File: config.mk
export PLATFORM = sky130hd
export DESIGN_NAME = fetch_unit_flat
export DESIGN_NICKNAME = d
export VERILOG_FILES = /design/src/rtl/cpu_pkg.sv /design/src/rtl/fetch_unit_if.sv /design/src/rtl/pc_counter.sv /design/src/rtl/fetch_unit.sv /design/src/flat_wrapper.sv
export SDC_FILE = /design/constraint.sdc
export NUM_CORES = 1
export LEC_CHECK = 0
export BUFFER_PORTS_ARGS = -buffer_cell sky130_fd_sc_hd__buf_2
export CORE_UTILIZATION = 30
export CTS_CLUSTER_DIAMETER = 30
export DETAILED_ROUTE_END_ITERATION = 7
export PLACE_DENSITY = 0.64
export SLEW_MARGIN = 20
export SYNTH_ARGS = -nofsm -noshare
export SYNTH_HDL_FRONTEND = slang
export SYNTH_SLANG_ARGS = --single-unit
File: constraint.sdc
create_clock -name clk -period 1.6 [get_ports clk]
set_input_delay 0.16 -clock clk [delete_from_list [all_inputs] [get_ports clk]]
set_output_delay 0.16 -clock clk [all_outputs]
set_load 0.02 [all_outputs]
File: src/rtl/cpu_pkg.sv
// Shared definitions for the fetch unit slice.
// Holds the fetch FSM state enum, default datapath widths, the location of
// the opcode field inside an instruction word, and the no-op encoding.
package cpu_pkg;

  localparam int PC_W_DEF    = 10;
  localparam int INSTR_W_DEF = 16;

  // Opcode is the top OPC_W bits of the instruction word (MSB-aligned).
  localparam int OPC_W = 6;
  localparam logic [OPC_W-1:0] OPC_NOOP = 6'b000000;

  typedef enum logic [1:0] {
    ST_IDLE  = 2'd0,
    ST_FETCH = 2'd1,
    ST_EXEC  = 2'd2
  } state_e;

  // Bit index of the opcode LSB for a given instruction width.
  function automatic int opcode_lsb(input int instr_w);
    return instr_w - OPC_W;
  endfunction

endpackage

File: src/rtl/fetch_unit_if.sv
// Instruction-memory read bus between the fetch unit and the memory.
// Signals:
//   imem_req  - read request (fetch unit -> memory)
//   imem_addr - read address (fetch unit -> memory)
//   imem_ack  - read complete, imem_data valid this cycle (memory -> fetch unit)
//   imem_data - instruction word (memory -> fetch unit)
interface fetch_unit_if
  import cpu_pkg::*;
#(
  parameter int PC_W    = PC_W_DEF,
  parameter int INSTR_W = INSTR_W_DEF
);

  logic               imem_req;
  logic [PC_W-1:0]    imem_addr;
  logic               imem_ack;
  logic [INSTR_W-1:0] imem_data;

  modport master (output imem_req, imem_addr, input  imem_ack, imem_data);
  modport slave  (input  imem_req, imem_addr, output imem_ack, imem_data);

endinterface

File: src/rtl/pc_counter.sv
// Program counter register with its next-pc mux.
// Ports:
//   clk, rst_n - clock and asynchronous active-low reset (pc -> 0)
//   load_en_i  - update pc this edge
//   s_inc_i    - 1: pc+1 (wraps), 0: load target_i
//   target_i   - jump target
//   pc_o       - current program counter
module pc_counter
  import cpu_pkg::*;
#(
  parameter int PC_W = PC_W_DEF
) (
  input  logic            clk,
  input  logic            rst_n,
  input  logic            load_en_i,
  input  logic            s_inc_i,
  input  logic [PC_W-1:0] target_i,
  output logic [PC_W-1:0] pc_o
);

  localparam logic [PC_W-1:0] PC_ONE = PC_W'(1);

  logic [PC_W-1:0] pc_q, pc_d;

  // Increment wraps naturally at 2^PC_W because the sum is truncated to PC_W.
  always_comb begin
    pc_d = pc_q;
    if (load_en_i) begin
      pc_d = s_inc_i ? (pc_q + PC_ONE) : target_i;
    end
  end

  always_ff @(posedge clk or negedge rst_n) begin
    if (!rst_n) begin
      pc_q <= '0;
    end else begin
      pc_q <= pc_d;
    end
  end

  assign pc_o = pc_q;

endmodule

File: src/rtl/fetch_unit.sv
// Instruction fetch unit: IDLE -> FETCH -> EXEC -> FETCH ... loop.
// Ports:
//   clk, reset   - clock and asynchronous active-low reset
//   imem         - instruction-memory bus (master side)
//   opcode       - opcode field of the instruction register
//   instr        - instruction register
//   instr_valid  - high in every EXEC cycle
//   s_inc, wez   - control-unit commands, sampled only in EXEC
//   alu_z        - ALU zero result, captured into z when wez is set
//   z            - registered zero flag
//   stall        - holds the unit in EXEC while high
//   pc           - current program counter
module fetch_unit
  import cpu_pkg::*;
#(
  parameter int PC_W    = PC_W_DEF,
  parameter int INSTR_W = INSTR_W_DEF
) (
  input  logic               clk,
  input  logic               reset,
  fetch_unit_if.master       imem,
  output logic [OPC_W-1:0]   opcode,
  output logic [INSTR_W-1:0] instr,
  output logic               instr_valid,
  input  logic               s_inc,
  input  logic               wez,
  input  logic               alu_z,
  output logic               z,
  input  logic               stall,
  output logic [PC_W-1:0]    pc
);

  localparam int OPC_LSB = opcode_lsb(INSTR_W);

  state_e             state_q, state_d;
  logic [INSTR_W-1:0] instr_q, instr_d;
  logic               z_q, z_d;
  logic               pc_load;
  logic               req;
  logic               valid;

  // imem_ack is only looked at in FETCH, and stall only in EXEC, so a
  // simultaneous stall+ack in FETCH still takes the ack.
  always_comb begin
    state_d = state_q;
    instr_d = instr_q;
    z_d     = z_q;
    pc_load = 1'b0;
    req     = 1'b0;
    valid   = 1'b0;
    case (state_q)
      ST_IDLE: begin
        state_d = ST_FETCH;
      end
      ST_FETCH: begin
        req = 1'b1;
        if (imem.imem_ack) begin
          instr_d = imem.imem_data;
          state_d = ST_EXEC;
        end
      end
      ST_EXEC: begin
        valid = 1'b1;
        if (!stall) begin
          pc_load = 1'b1;
          if (wez) begin
            z_d = alu_z;
          end
          state_d = ST_FETCH;
        end
      end
      default: begin
        state_d = ST_IDLE;
      end
    endcase
  end

  always_ff @(posedge clk or negedge reset) begin
    if (!reset) begin
      state_q <= ST_IDLE;
      instr_q <= '0;
      z_q     <= 1'b0;
    end else begin
      state_q <= state_d;
      instr_q <= instr_d;
      z_q     <= z_d;
    end
  end

  pc_counter #(
    .PC_W(PC_W)
  ) u_pc_counter (
    .clk      (clk),
    .rst_n    (reset),
    .load_en_i(pc_load),
    .s_inc_i  (s_inc),
    .target_i (instr_q[PC_W-1:0]),
    .pc_o     (pc)
  );

  // req/valid decode straight from state, so an async reset drops them at once.
  assign imem.imem_req  = req;
  assign imem.imem_addr = pc;
  assign instr_valid    = valid;
  assign instr          = instr_q;
  assign opcode         = instr_q[OPC_LSB +: OPC_W];
  assign z              = z_q;

endmodule

File: src/flat_wrapper.sv
// flat-port wrapper written by rule: the top's interface ports become plain ports
module fetch_unit_flat import cpu_pkg::*;
#(
  parameter int PC_W    = PC_W_DEF,
  parameter int INSTR_W = INSTR_W_DEF
)
  (clk, reset, opcode, instr, instr_valid, s_inc, wez, alu_z, z, stall, pc, imem_imem_req, imem_imem_addr, imem_imem_ack, imem_imem_data);
  fetch_unit_if #(.PC_W(PC_W), .INSTR_W(INSTR_W)) imem_i ();
  input  logic clk;
  input  logic reset;
  output logic [OPC_W-1:0] opcode;
  output logic [INSTR_W-1:0] instr;
  output logic instr_valid;
  input  logic s_inc;
  input  logic wez;
  input  logic alu_z;
  output logic z;
  input  logic stall;
  output logic [PC_W-1:0] pc;
  output wire logic [$bits(imem_i.imem_req)-1:0] imem_imem_req;
  output wire logic [$bits(imem_i.imem_addr)-1:0] imem_imem_addr;
  input wire logic [$bits(imem_i.imem_ack)-1:0] imem_imem_ack;
  input wire logic [$bits(imem_i.imem_data)-1:0] imem_imem_data;
  assign imem_imem_req = imem_i.imem_req;
  assign imem_imem_addr = imem_i.imem_addr;
  assign imem_i.imem_ack = imem_imem_ack;
  assign imem_i.imem_data = imem_imem_data;
  fetch_unit #(.PC_W(PC_W), .INSTR_W(INSTR_W)) u_core (.clk(clk), .reset(reset), .imem(imem_i), .opcode(opcode), .instr(instr), .instr_valid(instr_valid), .s_inc(s_inc), .wez(wez), .alu_z(alu_z), .z(z), .stall(stall), .pc(pc));
endmodule
Word level (Yosys, flattened, before mapping)
Index checks and enable logic that the tools add are counted.
{"block": "op_classes", "n_addsub": 1, "mul": 0, "n_div": 0, "n_lt_le_gt_ge": 0, "eq_ne": 4, "n_shift": 0, "mux": 8, "bitwise_logic": 1, "reduce_logical": 4}
{"op": "10-bit by 1-bit adder with 10-bit output (second input constant)", "count": 1}
{"op": "10-bit 2-to-1 mux", "count": 1}
{"op": "2-bit one-hot mux with 3 select lines", "count": 1}
{"op": "1-bit 2-to-1 mux", "count": 4}
{"op": "2-bit 2-to-1 mux", "count": 2}
{"op": "2-bit != test (second input constant)", "count": 2}
{"op": "2-bit AND reduction", "count": 2}
{"op": "3-bit AND reduction", "count": 1}
{"op": "2-bit by 1-bit equality test with 1-bit output (second input constant)", "count": 1}
{"op": "2-bit equality test (second input constant)", "count": 1}
{"op": "2-bit zero test", "count": 1}
{"op": "1-bit NOT", "count": 1}
{"block": "totals", "ff_bits": 29, "latch_bits": 0, "ram_bits": 0, "mem_bits_ro": 0, "inputBits": 23, "out_inout_bits": 45, "elab_cells": 22, "n_memories": 0}

Depth between registers and ports, before layout
Gate-level depths: netlist (run 1).
{"block": "depth", "ltp_word": 3, "mapped_depth": 5, "mapped_depth_nobuf": 5}

Modules after synthesis
From an unflattened synthesis (run 1), not the netlist that was laid out.
{"block": "hier_totals", "hier_cells": 131, "hier_area_um2": 1507.7}
{"module": "fetch_unit", "n_inst": 1, "cells_per_inst": 61, "area_per_inst_um2": 907.1, "seq_area_each_um2": 475.5}
{"module": "pc_counter", "n_inst": 1, "cells_per_inst": 70, "area_per_inst_um2": 600.6, "seq_area_each_um2": 250.2}

Least setup slack after synthesis (run 1)
No wires, ideal clock.
{"block": "synth_timing", "kind": "register -> register", "start": "register u_core.u_pc_counter.pc_q[0] (netlist: u_core.u_pc_counter.pc_o[0])", "end": "register u_core.u_pc_counter.pc_q[6] (netlist: u_core.u_pc_counter.pc_o[6])", "setup_time_ps": 136, "t_arrival_ps": 1275, "required_ps": 1464, "slack_ps": 189, "stages_incl_launch_ff": 6, "n_path_buf": 0, "synth_period_minus_slack_ps": 1411, "cell_sequence": "dfrtp_1 > ha_1 > and3_1 > nand3_1 > mux2i_1 > a21oi_1"}
{"block": "synth_between", "elab_chain_cells": 2}
{"item": "start, declared", "line": "pc_counter.sv:23", "text": "logic [PC_W-1:0] pc_q, pc_d;"}
{"item": "start signal, assigned", "line": "pc_counter.sv:37", "text": "pc_q <= pc_d;"}
{"item": "10-bit by 1-bit adder with 10-bit output", "line": "pc_counter.sv:29", "text": "pc_d = s_inc_i ? (pc_q + PC_ONE) : target_i;"}
{"item": "10-bit 2-to-1 mux", "line": "pc_counter.sv:29"}
Every way passes these cells.
A chain may end at the register's enable or synchronous reset.

Final worst setup path (run 1)
{"block": "layout_timing", "start": "register u_core.state_q[1]", "end": "register u_core.u_pc_counter.pc_q[9] (netlist: u_core.u_pc_counter.pc_o[9])"}
{"block": "layout_between", "elab_chain_cells": 2}
{"item": "start, declared", "line": "fetch_unit.sv:35", "text": "state_e state_q, state_d;"}
{"item": "start signal, assigned", "line": "fetch_unit.sv:84", "text": "state_q <= state_d;"}
{"item": "2-bit equality test", "line": "fetch_unit.sv:51", "text": "case (state_q)"}
{"item": "1-bit 2-to-1 mux", "line": "fetch_unit.sv:51"}
Every way passes these cells.

==> key figures, run 1 <==
Placement
  – Placed inst area: ~1700 um^2
  – GPL Wtd Cong: a little under 0.8
  – Post-DP HPWL: 2417 um
  – I/O Buffers: between 60 and 70

Yosys
  – #FFs+latches synth: 29
  – Distinct cells, synth: 29
  – Mapped Area: around 1400 um^2
  – Cells after Synth: between 100 and 150
  – Synth Area per Inst: 10.88 um^2
  – Seq/Total Area, Yosys: 0.5017
  – Synth Warn #: 0
  – Syn_nets: approximately 160

Timing
  – Relative slew slack: 0.5604
  – Worst Clk Skew: ~0.0041 ns
  – Setup TNS: 0 ns
  – Slew Limit Fails: 0
  – Hold Vio Cnt, Final: 0
  – Fmax: between 700 and 800 MHz
  – Tcrit/Tclk final: 0.8729
  – Worst Max-Slew Pin Slew: around 0.66 ns
  – RSZ-0062 raised after global routing: false
  – Setup Viol. Count Final: 0
  – Post-layout minimum cycle time: 1.397 ns

Critical path
  – Worst path top cell family by delay: simple AND/OR/NAND/NOR gates
  – Startpoint types: register
  – Crit path max-delay cell type: or3b_1
  – Ordered list of cells on the worst path: or3b_1 > nor4_2 > nor3_1
  – Critical path required time: 1.76 ns
  – Max incr delay on CP: ~0.50 ns
  – Crit Path Class: register to register
  – CP Capture Type: register
  – Crit path max fanout: 8
  – Worst Path Buf+Inv: 0
  – Arrival time worst endpoint: approximately 1.6 ns

CTS
  – CTS sink count: 29
  – Skew-Pair Late Insertion Delay: between 0.2 and 0.3 ns
  – Root Driver: clkbuf_8
  – Htree depth: 2
  – CTS tree: yes
  – Max Buffers Root-to-Sink: 2
  – Num CTS Buffers: 5
  – # Post-CTS Setup Buffers: 0
  – Clock slew at reported path FFs: around 0.060 ns

Routing
  – Routed WL: about 3300 um
  – Initial DRC Count: 105
  – DR pass1 iterations: 4
  – Wirelength per Cell: 13.43 um
  – Vias: 1,184
  – Post-route DRC: 0
  – Vias per cell: 4.833
  – Detail Route Antenna Nets: 0

Global routing
  – First-pass GRT wire length: around 5300 um
  – GRT Overall Usage: 0.1361
  – Vias in the first global route: ~1,100
  – Pin count of the biggest net entering global routing: 30
  – Initial antenna violation count: 0
  – Overflow after GRT: 0

Final layout
  – Fill cell count: between 400 and 500
  – Most common cell after layout, fill and taps aside: buf_2
  – Final core occ: 0.4111
  – Final #Nets: between 200 and 250
  – FF+latch area: between 700 and 800 um^2
  – Most frequent cells in the layout: buf_2, dfrtp_1, nand2_1, a21oi_1, mux2_1
  – Layout area overhead: 28.03%
  – Final Instance Area: around 1900 um^2
  – Layout cells sized above 1: 0.4715
  – Area of the multi-input gates: 573.1 um^2
  – Antenna fix cells: 0

Run
  – Number of max-cap violations: 0

Floorplanning
  – Initial Util: 0.3211
  – IO Pins: between 60 and 70
  – Die Span X: between 70 and 80 um
  – Die Ht: roughly 70 um
  – Die area: around 5000 um^2
  – Core footprint: ~4500 um^2
  – Num rows: 24

Pwr
  – Power Dens Cells: approximately 2200 nW/um^2
  – Maximum vdd drop: ~0.50 mV
  – Leak: roughly 0.91 nW

Worst hold path
  – Min-Delay Path Class: input pin to register

Status
  – Status: finished, final reports clean
## state kept, by name, summed over array words and instances (netlist names)
register,flops
u_core.instr,16
u_core.u_pc_counter.pc_o,10
u_core.state_q,2
u_core.z,1
## what timing repair did
action	4_1_cts	5_1_grt
hold endpoints to repair	29	0
hold buffers	1	0
resized for setup	0	0
## metal layers
metal | part of all wire | up-vias | track usage
li1 | - | 576 | -
met4 | 0.020 | 0 | 0.07333
met2 | 0.47 | 46 | 0.2074
met5 | 0 | - | 0
met1 | 0.46 | 557 | 0.1794
met3 | 0.052 | 5 | 0.03235
## path summary, 6_finish.rpt
kind	from	to	slack (ns)	cells after the start
max reg2reg	u_core.state_q[1]$_DFFE_PN0P_	u_core.u_pc_counter.pc_o[9]$_DFFE_PN0P_	0.20	3
min in group asynchronous	reset	u_core.instr[7]$_DFFE_PN0P_	0.45	2
max	u_core.state_q[1]$_DFFE_PN0P_	u_core.u_pc_counter.pc_o[9]$_DFFE_PN0P_	0.20	3
max in group asynchronous	reset	u_core.instr[13]$_DFFE_PN0P_	0.72	2
min reg2reg	u_core.z$_DFFE_PN0P_	u_core.z$_DFFE_PN0P_	0.51	1
min	imem_imem_data[6]	u_core.instr[6]$_DFFE_PN0P_	0.09	2
## area by class of cell
class / instances / share of cell area
clock inverter: 1 / 0.002703
clock buffer: 7 / 0.05203
timing repair buffer: 73 / 0.2068
sequential: 29 / 0.3919
inverter: 1 / 0.002027
multi-input combinational: 82 / 0.3095
tap: 52 / 0.03514
## power breakdown
part	leakage, nW	internal (W)	switching (W)
Sequential	0.347	0.00108	0.000348
Combinational	0.511	0.000758	0.00118
Clock	0.0542	0.000388	0.000274
## worst reg2reg max path, delay by kind of cell (launching register included)
family | cells | cell delay [ns]
flops | 1 | 0.40
simple gates | 3 | 0.88
## cell usage after synthesis (all sizes together)
master | n | share of area
nor2b | 2 | 0.0086
buf | 21 | 0.099
nand4 | 2 | 0.0086
nand3b | 1 | 0.0078
mux2 | 17 | 0.13
o22ai | 5 | 0.022
nand3 | 6 | 0.021
nand2b | 1 | 0.0043
o32ai | 1 | 0.0061
nor2 | 4 | 0.010
nor4 | 1 | 0.0086
a21o | 1 | 0.0052
nor3b | 1 | 0.0086
dfrtp | 29 | 0.50
nand2 | 12 | 0.031
a2bb2oi | 1 | 0.0061
mux2i | 3 | 0.021
ha | 1 | 0.0086
a311oi | 1 | 0.0061
o21ai | 6 | 0.021
nor3 | 1 | 0.0035
a21oi | 12 | 0.042
or3b | 1 | 0.0061
inv | 1 | 0.0026
and3 | 2 | 0.0086
## per-stage QoR
stage,cells,power (W),setup WS (ns),hold slack [ns]
6_report,245,0.004033,0.2033,0.09256
5_1_grt,245,0.004293,0.08859,0.08970
4_1_cts,245,0.004075,0.1969,0.08666
3_5_place_dp,236,0.003402,0.2118,0.2316
3_3_place_gp,236,0.003378,0.2266,0.2348
2_1_floorplan,133,0.002876,0.1889,-0.1356
## kinds of logic (layout without fill, tap and decap cells)
kind of cell    after synthesis  in the layout  share of synthesized area
mux                          20             20                     0.1531
compound gates               27             27                     0.1073
fa+ha+maj                     1              1                   0.008649
simple gates                 34             34                     0.1272
buf+inv                      22             82                     0.1021
flops                        29             29                     0.5017
Note: power is estimated with default switching activity, not from simulation.
==> run 2, diff against run 1 <==
--- a/config.mk
+++ b/config.mk
@@ -9,7 +9,7 @@
 export CORE_UTILIZATION = 30
 export CTS_CLUSTER_DIAMETER = 30
 export DETAILED_ROUTE_END_ITERATION = 7
-export PLACE_DENSITY = 0.64
+export PLACE_DENSITY = 0.66
 export SLEW_MARGIN = 20
 export SYNTH_ARGS = -nofsm -noshare
 export SYNTH_HDL_FRONTEND = slang
==> constraint.sdc (replaced) <==
create_clock -name clk -period 1.2 [get_ports clk]
set_input_delay 0.12 -clock clk [delete_from_list [all_inputs] [get_ports clk]]
set_output_delay 0.12 -clock clk [all_outputs]
set_load 0.02 [all_outputs]
==> key figures, run 2 (synthesis results as in run 1) <==
Status
  – Status: finished with violations
  – Failing checks: negative setup slack

Pwr
  – P_int: approximately 0.0038 W
  – Leak: between 1 and 1.5 nW
  – Clk network pwr share: 0.120
  – Maximum vdd drop: roughly 1.1 mV
  – Power share of the combinational group: 0.581
  – Overall power: between 0.006 and 0.007 W
  – P_sw: 0.002782 W
  – Power Dens Cells: roughly 2800 nW/um^2
  – Switching Share: 0.4255
  – Flop pwr share: 0.299

Timing
  – Setup TNS: -1.181 ns
  – Fmax: between 700 and 800 MHz
  – Hold WS: 0.06400 ns
  – Setup ws final: -0.06372 ns
  – Tcrit/Tclk final: 1.053
  – Relative slew slack: 0.6127
  – Slew Limit Fails: 0
  – RSZ-0062 raised after global routing: true
  – Hold Vio Cnt, Final: 0
  – Setup Viol. Count Final: 31
  – Post-layout minimum cycle time: roughly 1.3 ns
  – Worst Max-Slew Pin Slew: around 0.58 ns
  – Worst Clk Skew: around 0.0043 ns

Final layout
  – Fill cell count: around 430
  – Antenna fix cells: 0
  – FF+latch area: about 730 um^2
  – Layout area overhead: 59.26%
  – Final #Nets: 239
  – Layout cells sized above 1: 0.6944
  – Most frequent cells in the layout: buf_2, dfrtp_1, mux2_4, buf_4, buf_6
  – Area of the multi-input gates: between 700 and 800 um^2
  – Most common cell after layout, fill and taps aside: buf_2
  – Max reg flops: 16
  – Final Instance Area: about 2300 um^2

Critical path
  – FF-to-FF End: u_core.instr[14]$_DFFE_PN0P_
  – Most used cell, CP: buf_4
  – Worst Path Buf+Inv: 3
  – CP Capture Type: primary output
  – Reg2reg setup slack: -0.06 ns
  – Ordered list of cells on the worst path: buf_4 > buf_4 > buf_2
  – Worst r2r path cells: 4
  – Crit path max-delay cell type: dfrtp_2
  – Critical path required time: 1.08 ns
  – Worst path top cell family by delay: flip-flops
  – Crit Path Class: register to primary output
  – Crit path max fanout: 4
  – Arrival time worst endpoint: about 1.1 ns
  – Startpoint types: register
  – Max incr delay on CP: roughly 0.45 ns
  – Crit Reg-Reg Startpoint: u_core.state_q[0]$_DFFE_PN0P_

CTS
  – Htree depth: 2
  – CTS tree: yes
  – Clock slew at reported path FFs: 0.07 ns
  – Skew-Pair Late Insertion Delay: 0.28 ns
  – CTS sink count: 29
  – Root Driver: clkbuf_8
  – Num CTS Buffers: 5
  – Max Buffers Root-to-Sink: 2

Routing
  – Wirelength per Cell: ~15 um
  – Vias: roughly 1,300
  – Initial DRC Count: a little over 90
  – Routed WL: between 4000 and 5000 um
  – Post-route DRC: 0
  – Detail Route Antenna Nets: 0
  – Vias per cell: a little under 5
  – DR pass1 iterations: 4

Run
  – Number of max-cap violations: 0

Global routing
  – Initial antenna violation count: 0
  – Overflow after GRT: 0
  – Vias in the first global route: 1,244
  – GRT Overall Usage: 0.1543
  – Pin count of the biggest net entering global routing: 26
  – First-pass GRT wire length: about 6000 um

Worst hold path
  – Hold Startpoint: imem_imem_data[10]
  – Min-Delay Path Class: input pin to register
  – Hold Crit Depth: 2
  – Hold Path End: u_core.instr[10]$_DFFE_PN0P_

Floorplanning
  – Die Ht: 71.44 um
  – Initial Util: 0.3211
  – IO Pins: 68
  – Num rows: 24
  – Die Span X: about 70 um
  – Core footprint: 4504 um^2
  – Die area: between 5000 and 6000 um^2

Placement
  – Placed inst area: roughly 1900 um^2
  – Pre-CTS WS: -0.1249 ns
  – GPL Wtd Cong: just under 0.8
  – I/O Buffers: 67
  – Post-DP HPWL: approximately 2600 um
## run 2: cell types whose count changed in the layout (fill, tap and decap cells not counted), moves of 3 or more
cell     change
buf_6       +13
mux2_2       -8
o22ai_1      -3
dfrtp_2      +7
dfrtp_1      -7
mux2_4      +17
a21oi_1      -4
buf_2        -5
mux2_1       -9
a21oi_2      +4
buf_4       +12
o22ai_2      +3
nand2_1      -4
nand2_2      +3
## run 2: worst max-delay path by stage
| stage | cells past startpoint | slack (ns) | startpoint | to |
|---|---|---|---|---|
| 6_report | 3 | -0.06 | u_core.u_pc_counter.pc_o[1]$_DFFE_PN0P_ | imem_imem_addr[1] |
| 5_1_grt | 4 | -0.12 | u_core.state_q[1]$_DFFE_PN0P_ | u_core.u_pc_counter.pc_o[1]$_DFFE_PN0P_ |
| 4_1_cts | 5 | -0.06 | u_core.u_pc_counter.pc_o[0]$_DFFE_PN0P_ | u_core.u_pc_counter.pc_o[6]$_DFFE_PN0P_ |
| 3_5_place_dp | 4 | -0.12 | u_core.state_q[0]$_DFFE_PN0P_ | u_core.u_pc_counter.pc_o[4]$_DFFE_PN0P_ |
| 3_3_place_gp | 4 | -0.08 | u_core.state_q[0]$_DFFE_PN0P_ | u_core.u_pc_counter.pc_o[4]$_DFFE_PN0P_ |
| 2_1_floorplan | 5 | -0.06 | u_core.u_pc_counter.pc_o[0]$_DFFE_PN0P_ | u_core.u_pc_counter.pc_o[6]$_DFFE_PN0P_ |
## run 2: what timing repair did
| action | 4_1_cts | 5_1_grt |
|---|---|---|
| pin swaps | 5 | 7 |
| gates cloned | 0 | 1 |
| setup buffers | 4 | 4 |
| gates resized for setup | 25 | 29 |
| setup endpoints to repair | 28 | 28 |
| hold endpoints to repair | 24 | 0 |
| hold buffers | 1 | 0 |
## run 2: cell type report
class / instances / area share
repair buffers: 96 / 0.2863
flip-flops and latches: 29 / 0.3188
multi-input cells: 82 / 0.3275
clock buffers: 5 / 0.02988
inverters: 1 / 0.001630
clock inverters: 3 / 0.007605
well taps: 52 / 0.02825
## run 2: per-stage QoR
step,util,cells
after floorplan,-,133
after global placement,0.4192,250
after detailed placement,0.4192,250
after CTS,0.4728,263
after global routing,0.5114,268
final,0.5114,268
## run 2: power groups by stage
stage,Sequential [W],Combinational [W],Clock [W]
2_1_floorplan,0.00245,0.00149,0
3_3_place_gp,0.00189,0.00290,0
3_5_place_dp,0.00190,0.00295,0
4_1_cts,0.00190,0.00341,0.000816
5_1_grt,0.00202,0.00403,0.000842
6_report,0.00195,0.00380,0.000786
## run 2: layer usage
layer / vias up / share of wire / GRT usage / wire length [um]
met3: 6 / 0.047 / 0.04219 / 191
li1: 624 / - / - / -
met4: 0 / 0.018 / 0.06667 / 71
met2: 41 / 0.51 / 0.2540 / 2041
met5: - / 0 / 0 / 0
met1: 652 / 0.43 / 0.1903 / 1723
